--- config.mk ---
export PLATFORM = sky130hd
export DESIGN_NAME = alu_sequencer
export DESIGN_NICKNAME = d
export VERILOG_FILES = /design/src/rtl/alu_sequencer.sv
export SDC_FILE = /design/constraint.sdc
export NUM_CORES = 1
export LEC_CHECK = 0
export BUFFER_PORTS_ARGS = -buffer_cell sky130_fd_sc_hd__buf_2
export CORE_AREA = 4 4 52 54
export DETAILED_ROUTE_END_ITERATION = 8
export DIE_AREA = 0 0 56 58
export PLACE_DENSITY = 0.74
export SLEW_MARGIN = 15
export SYNTH_ARGS = -nofsm -noshare
export SYNTH_HDL_FRONTEND = slang
export SYNTH_SLANG_ARGS = --single-unit
export TNS_END_PERCENT = 30
--- constraint.sdc ---
create_clock -name clk -period 1.5 [get_ports clk]
set_input_delay 0.45 -clock clk [delete_from_list [all_inputs] [get_ports clk]]
set_output_delay 0.45 -clock clk [all_outputs]
set_load 0.02 [all_outputs]
--- src/rtl/alu_sequencer.sv ---
`default_nettype none
// alu_sequencer: Moore controller that sequences operand reads, one ALU operation and the
// register write-back for a single command. Rev 1.0
module alu_sequencer (
  input  logic       clk,
  input  logic       reset,
  input  logic       s,
  input  logic [1:0] op,
  input  logic [2:0] rd,
  input  logic [2:0] rn,
  input  logic [2:0] rm,
  output logic       w,
  output logic [2:0] readnum,
  output logic [2:0] writenum,
  output logic       write,
  output logic       loada,
  output logic       loadb,
  output logic       loadc,
  output logic       loads,
  output logic [1:0] ALUop,
  output logic       done
);

  typedef enum logic [2:0] {
    WAIT  = 3'd0,
    LOADA = 3'd1,
    LOADB = 3'd2,
    EXEC  = 3'd3,
    WRITE = 3'd4
  } state_t;

  // Kept as a raw vector so the three unused encodings remain representable and recoverable.
  logic [2:0] r_state;
  logic [1:0] r_op;
  logic [2:0] r_rd;
  logic [2:0] r_rn;
  logic [2:0] r_rm;

  assign ALUop = r_op;

  // Outputs are registered alongside the state: each branch loads the values for the state it enters.
  always_ff @(posedge clk or posedge reset) begin
    if (reset) begin
      r_state  <= WAIT;
      r_op     <= 2'b00;
      r_rd     <= 3'd0;
      r_rn     <= 3'd0;
      r_rm     <= 3'd0;
      w        <= 1'b1;
      readnum  <= 3'd0;
      writenum <= 3'd0;
      write    <= 1'b0;
      loada    <= 1'b0;
      loadb    <= 1'b0;
      loadc    <= 1'b0;
      loads    <= 1'b0;
      done     <= 1'b0;
    end else begin
      w        <= 1'b0;
      readnum  <= 3'd0;
      writenum <= 3'd0;
      write    <= 1'b0;
      loada    <= 1'b0;
      loadb    <= 1'b0;
      loadc    <= 1'b0;
      loads    <= 1'b0;
      done     <= 1'b0;
      case (r_state)
        WAIT: begin
          if (s) begin
            r_op <= op;
            r_rd <= rd;
            r_rn <= rn;
            r_rm <= rm;
            // NOT-B has no A operand, so the A read is skipped.
            if (op == 2'b11) begin
              r_state <= LOADB;
              loadb   <= 1'b1;
              readnum <= rm;
            end else begin
              r_state <= LOADA;
              loada   <= 1'b1;
              readnum <= rn;
            end
          end else begin
            r_state <= WAIT;
            w       <= 1'b1;
          end
        end
        LOADA: begin
          r_state <= LOADB;
          loadb   <= 1'b1;
          readnum <= r_rm;
        end
        LOADB: begin
          r_state <= EXEC;
          loadc   <= 1'b1;
          loads   <= 1'b1;
        end
        EXEC: begin
          r_state  <= WRITE;
          write    <= 1'b1;
          writenum <= r_rd;
        end
        WRITE: begin
          r_state <= WAIT;
          w       <= 1'b1;
          done    <= 1'b1;
        end
        default: begin
          r_state <= WAIT;
          w       <= 1'b1;
        end
      endcase
    end
  end

endmodule
`default_nettype wire

==> results of run 1 <==
==> where the power goes <==
part / total (uW) / leakage, uW / switching [uW] / internal (uW)
Clock: 278 / 0.0000177 / 179 / 99.4
Combinational: 896 / 0.000322 / 520 / 376
Sequential: 955 / 0.000296 / 91.3 / 864
Total: 2130 / 0.000636 / 790 / 1340
==> logic make-up (layout without fill, tap and decap cells) <==
logic type / after synthesis / in the layout / share of synthesized area
multiplexers: 3 / 3 / 0.03283
AND/OR/NAND/NOR: 42 / 42 / 0.2394
buffers and inverters: 5 / 39 / 0.04240
flip-flops: 23 / 23 / 0.6307
AO/OA/AOI/OAI: 5 / 5 / 0.05472
==> per-stage QoR <==
| stage | instance area (sq um) | instances | power, uW | util | worst slack (ns) |
|---|---|---|---|---|---|
| after global routing | 1127 | 140 | 2299 | 0.5096 | 0.01706 |
| after detailed placement | 1100 | 136 | 1883 | 0.4972 | 0.02332 |
| after floorplan | 914.6 | 78 | 1612 | - | 0.07534 |
| final | 1127 | 140 | 2129 | 0.5096 | 0.07280 |
| after global placement | 1100 | 136 | 1849 | 0.4972 | 0.04603 |
| after CTS | 1127 | 140 | 2164 | 0.5096 | 0.05234 |
==> registers in the layout, indices dropped and copies added, names as in the netlist <==
| name | cells |
|---|---|
| ALUop | 2 |
| done | 1 |
| loada | 1 |
| loadb | 1 |
| loads | 1 |
| r_rd | 3 |
| r_rm | 3 |
| r_state | 3 |
| readnum | 3 |
| w | 1 |
| write | 1 |
| writenum | 3 |
==> synth_stat cells <==
master,instances
a21oi_2,1
dfstp_2,1
buf_2,1
buf_4,1
and3b_2,2
and2_1,3
nand2_1,28
buf_6,2
nor4b_2,1
nor3_1,1
or2_2,1
o21ai_1,1
o21ai_2,2
inv_1,1
dfrtp_1,22
mux2i_1,3
or4b_4,1
or2_1,2
nor3b_1,3
o21bai_4,1
==> layer usage <==
metal  global-route usage  vias to the layer above  wire, microns
met1               0.1324                      275            697
met4              0.05085                        0              0
met2               0.1920                       17            833
met3              0.02227                        0             83
li1                     -                      316              -
met5                    0                        -              0
==> placed cells by master, fill, tap and decap left out <==
master / netlist / final
nand2_1: 28 / 28
buf_2: 1 / 28
dfrtp_1: 22 / 22
buf_4: 1 / 6
nor3b_1: 3 / 3
mux2i_1: 3 / 3
and2_1: 3 / 3
clkbuf_4: 0 / 3
o21ai_2: 2 / 2
and3b_2: 2 / 2
or2_1: 2 / 2
nor4b_2: 1 / 1
or4b_4: 1 / 1
o21bai_4: 1 / 1
o21ai_1: 1 / 1
nor3_1: 1 / 1
or2_2: 1 / 1
a21oi_2: 1 / 1
inv_1: 1 / 1
clkinv_2: 0 / 1
dfstp_2: 1 / 1
==> area by class of cell <==
cell class | count | share of cell area
clock buffer | 3 | 0.01998
clock inverter | 1 | 0.004440
inverter | 1 | 0.003330
multi-input combinational | 50 | 0.2653
sequential | 23 | 0.5117
tap | 28 | 0.03108
timing repair buffer | 34 | 0.1643
==> worst paths after layout <==
check                                          start                     to  cells after the start
worst max-delay path                     w$_DFF_PP1_                      w                      1
worst min-delay path                           reset  writenum[0]$_DFF_PP0_                      3
worst max register to register  r_state[1]$_DFF_PP0_   r_state[1]$_DFF_PP0_                      3
worst min register to register   r_rd[1]$_DFFE_PP0P_    r_rd[1]$_DFFE_PP0P_                      2
max in group asynchronous                      reset            w$_DFF_PP1_                      3
min in group clk                               op[0]        loada$_DFF_PP0_                      2
==> results.py, run 1 <==
metrics = {
    "run_status": {
        "status": "finished, final reports clean",
    },
    "critical_path": {
        "critPathArrivalTime_ns": 0.98,
        "cp_num_buf_inv": 1,
        "r2r_setup_slack_ns": 0.12,
        "crit_path_max_incr_delay_ns": 0.53,
        "cp_max_fo": 1,
        "crit_chain": "buf_2",
        "start_kind": "flop",
        "crit_slowest_cell": "dfstp_2",
        "crit_required_ns": 1.05,
        "end_kind": "primary output",
        "crit_family": "flip-flops",
        "crit_type": "reg2out",
    },
    "cells_and_area": {
        "nets": 127,
        "area_growth_pct": 23.26,
        "seqCellArea_sq_um": 576.8,
        "final_layout_size_suffix_gt1_frac": 0.4286,
        "fillerInstances": 231,
        "antennaDiodeCount": 0,
        "multiInputGateArea_sq_um": 299.0,
    },
    "power": {
        "peakVddDrop_mv": 0.8215,
        "power.density_nw_per_um2": 1889,
        "p_leak_uw": 0.0006356,
    },
    "logic_synthesis": {
        "ys_types": 20,
        "syn_area_per_cell_sq_um": 11.73,
        "synth_area_leader_cell": "dfrtp_1",
        "synth_area_sq_um": 914.6,
        "synth_area_leaders": "dfrtp_1, nand2_1, mux2i_1",
        "netlist_instances": 78,
        "synth_seq_cells": 23,
        "syn_nets": 92,
        "synth_top_area_share": 0.6019,
        "ys_seq_area_frac": 0.6306,
        "yosysWarnings": 0,
    },
    "clock_network": {
        "holdBufCountCts": 0,
        "cts_buffers": 3,
        "post_cts_buffers": 0,
        "clock_path_buffers": 2,
        "clkTransAtPathRegs_ns": 0.13,
        "cts_tree": "yes",
        "cts_resized": 0,
        "htree_levels": 1,
        "root_buffer": "clkbuf_4",
        "clkSinkCount": 23,
        "clock_latency_ns": 0.31,
    },
    "die": {
        "io_pins": 29,
        "dieArea_sq_um": 3248,
        "rows": 17,
        "fp.coreArea_sq_um": 2212,
        "die_h_microns": 58,
        "start_util": 0.4135,
        "die_w_microns": 56,
    },
    "timing": {
        "fin_skew_ns": 0.007177,
        "holdWs_ns": 0.1477,
        "slew_viol_final": 0,
        "worst_pin_slew_ns": 0.3704,
        "post-route-min-period_ns": 1.427,
        "hold_violations": 0,
        "finalSetupViolations": 0,
        "max_freq_mhz": 700.7,
        "maxSlewHeadroom": 0.7526,
        "tns_ns": 0,
        "period_share": 0.9515,
        "rsz0062_at_grt": "no",
    },
    "global_route": {
        "grt_max_degree": 24,
        "grt_pass1_wl_mm": 2.808,
        "grtUsageTotal": 0.1106,
        "grt_overflow": 0,
        "grt_pass1_vias": 638,
        "antenna_found_initial": 0,
    },
    "flow_run": {
        "drv_cap": 0,
    },
    "drt": {
        "viasPerCell": 4.343,
        "drt-initial-drc-count": 9,
        "first_pass_iters": 4,
        "drc": 0,
        "wl_per_cell_microns": 11.52,
        "wirelength_mm": 1.613,
        "vias": 608,
        "drtAntennaViolNets": 0,
    },
    "placement": {
        "gp_congestion": 0.7857,
        "port_buffers": 28,
        "hpwl_mm": 1.235,
    },
    "min_path": {
        "hp-class": "in2async",
    },
}
Power figures use the tool's default switching activity.
==> run 2: changes to the inputs <==
--- a/config.mk
+++ b/config.mk
@@ -5,11 +5,12 @@
 export SDC_FILE = /design/constraint.sdc
 export NUM_CORES = 1
 export LEC_CHECK = 0
+export ABC_AREA = 1
 export BUFFER_PORTS_ARGS = -buffer_cell sky130_fd_sc_hd__buf_2
-export CORE_AREA = 4 4 52 54
+export CORE_AREA = 4 4 51 53
 export DETAILED_ROUTE_END_ITERATION = 8
-export DIE_AREA = 0 0 56 58
-export PLACE_DENSITY = 0.74
+export DIE_AREA = 0 0 55 57
+export PLACE_DENSITY = 0.77
 export SLEW_MARGIN = 15
 export SYNTH_ARGS = -nofsm -noshare
 export SYNTH_HDL_FRONTEND = slang
==> results.py, run 2 <==
metrics = {
    "drt": {
        "viasPerCell": 4.283,
        "wl_per_cell_microns": 10.03,
        "first_pass_iters": 4,
        "drc": 0,
        "drt-initial-drc-count": 10,
        "wirelength_mm": 1.595,
        "vias": 681,
        "drtAntennaViolNets": 0,
    },
    "logic_synthesis": {
        "synth_top_area_share": 0.6052,
        "ys_async_sr_fraction": 1.000,
        "ys_types": 14,
        "syn_area_per_cell_sq_um": 9.096,
        "synth_seq_cells": 23,
        "synth_common_cells": "nand2_1, dfrtp_1, inv_1, nand3_1, nor2_1",
        "synth_area_leader_cell": "dfrtp_1",
        "yosysWarnings": 0,
        "synth_area_leaders": "dfrtp_1, nand2_1, nand3_1",
        "ys_seq_area_frac": 0.6341,
        "ys.flop_type": "dfrtp_1",
        "netlist_instances": 100,
        "synth-edff-count": 0,
        "synth_most_common_cell": "nand2_1",
        "synth_area_sq_um": 909.6,
        "syn_nets": 114,
    },
    "die": {
        "rows": 17,
        "fp.coreArea_sq_um": 2148,
        "die_h_microns": 57,
        "io_pins": 29,
        "start_util": 0.4234,
        "die_w_microns": 55,
        "dieArea_sq_um": 3135,
    },
    "global_route": {
        "grt_overflow": 0,
        "grt_pass1_vias": 622,
        "grt_max_degree": 24,
        "antenna_found_initial": 0,
        "grtUsageTotal": 0.1129,
        "grt_pass1_wl_mm": 2.587,
    },
    "clock_network": {
        "cts_resized": 0,
        "root_buffer": "clkbuf_4",
        "clock_path_buffers": 2,
        "htree_levels": 1,
        "holdBufCountCts": 0,
        "clock_latency_ns": 0.30,
        "cts_buffers": 3,
        "cts_tree": "yes",
        "post_cts_buffers": 0,
        "clkSinkCount": 23,
        "clkTransAtPathRegs_ns": 0.12,
    },
    "timing": {
        "period_share": 0.9536,
        "post-route-min-period_ns": 1.430,
        "tns_ns": 0,
        "slew_viol_final": 0,
        "maxSlewHeadroom": 0.8148,
        "holdWs_ns": 0.1613,
        "worst_pin_slew_ns": 0.2778,
        "fin_ws_ns": 0.06954,
        "finalSetupViolations": 0,
        "max_freq_mhz": 699.1,
        "hold_violations": 0,
        "fin_skew_ns": 0.001084,
        "rsz0062_at_grt": "no",
    },
    "power": {
        "power.density_nw_per_um2": 1855,
        "internal_power_uw": 1225,
        "p_seq_frac": 0.476,
        "p_comb_frac": 0.391,
        "p_sw_frac": 0.3993,
        "p_leak_uw": 0.0006818,
        "power_uw": 2040,
        "p_sw_uw": 814.5,
        "clock_power_share": 0.133,
        "peakVddDrop_mv": 0.7297,
    },
    "critical_path": {
        "crit_family": "flip-flops",
        "critPathArrivalTime_ns": 0.98,
        "cp_num_buf_inv": 1,
        "crit_type": "reg2out",
        "crit_path_max_incr_delay_ns": 0.53,
        "crit_slowest_cell": "dfstp_2",
        "cp_max_fo": 1,
        "crit_chain": "buf_2",
        "start_kind": "flop",
        "crit_required_ns": 1.05,
        "end_kind": "primary output",
    },
    "placement": {
        "gp_congestion": 0.7753,
        "port_buffers": 28,
        "pre_cts_ws_ns": 0.3373,
        "hpwl_mm": 1.241,
    },
    "flow_run": {
        "drv_cap": 0,
    },
    "min_path": {
        "hp-class": "in2async",
    },
    "cells_and_area": {
        "antennaDiodeCount": 0,
        "final_common_cell": "nand2_1",
        "layout_common_cells": "nand2_1, buf_2, dfrtp_1",
        "nets": 146,
        "area_growth_pct": 20.91,
        "final_layout_size_suffix_gt1_frac": 0.3130,
    },
    "run_status": {
        "status": "finished, final reports clean",
    },
}
-- run 2: cell count changes in the layout (fill, tap and decap cells not counted), sizes merged, moves of 2 or more --
cell / before / now
or2: 3 / 0
inv: 1 / 12
and3b: 2 / 0
nor2: 0 / 8
and2: 3 / 0
nand2: 28 / 44
nand3: 0 / 8
mux2i: 3 / 0
nor3b: 3 / 0
buf: 34 / 29
-- run 2: cells by family (layout without fill, tap and decap cells) --
kind of cell | after synthesis | in the layout | share of synthesized area
buffers and inverters | 15 | 46 | 0.07566
AO/OA/AOI/OAI | 2 | 2 | 0.01513
AND/OR/NAND/NOR | 60 | 60 | 0.2751
flip-flops | 23 | 23 | 0.6341
-- run 2: worst min-delay path: stages --
cell and delay (ns):
buf_2 0.09, inv_1 0.04, buf_4 0.27
-- run 2: final cells by class --
type | count | area, sq um
Clock buffer | 4 | 26.28
Fill cell | 211 | 1049
Inverter | 13 | 50.05
Multi-Input combinational cell | 62 | 264.0
Sequential cell | 23 | 576.8
Tap cell | 28 | 35.03
Timing Repair Buffer | 29 | 147.6
-- run 2: power by group through the flow --
stage	sequential, uW	combinational [uW]	clock, uW
after detailed placement	985	810	0
final	971	797	272
after CTS	971	812	282
after global routing	994	901	308
after global placement	981	788	0
after floorplan	1140	438	0
-- run 2: worst paths after layout --
path / from / slack (ns) / to / depth (start not counted)
setup / recovery: w$_DFF_PP1_ / 0.07 / w / 1
hold / removal: reset / 0.16 / write$_DFF_PP0_ / 3
setup reg to reg: r_state[1]$_DFF_PP0_ / 0.47 / r_rd[0]$_DFFE_PP0P_ / 4
hold reg to reg: ALUop[0]$_DFFE_PP0P_ / 0.49 / ALUop[0]$_DFFE_PP0P_ / 2
max in group asynchronous: reset / 1.07 / w$_DFF_PP1_ / 3
min in group clk: s / 0.34 / w$_DFF_PP1_ / 2
-- run 2: routing by layer --
layer  part of all wire  vias to the layer above  global-route usage
met4              0.017                        0             0.08333
met2               0.47                       19              0.1588
met1               0.44                      300              0.1582
met5                  0                        -                   0
met3              0.065                        2             0.01044
li1                   -                      360                   -
-- run 2: through the flow --
stage | cell area (sq um) | instances | util
2_1_floorplan | 909.6 | 100 | -
3_3_place_gp | 1074 | 155 | 0.4997
3_5_place_dp | 1074 | 155 | 0.4997
4_1_cts | 1100 | 159 | 0.5119
5_1_grt | 1100 | 159 | 0.5119
6_report | 1100 | 159 | 0.5119
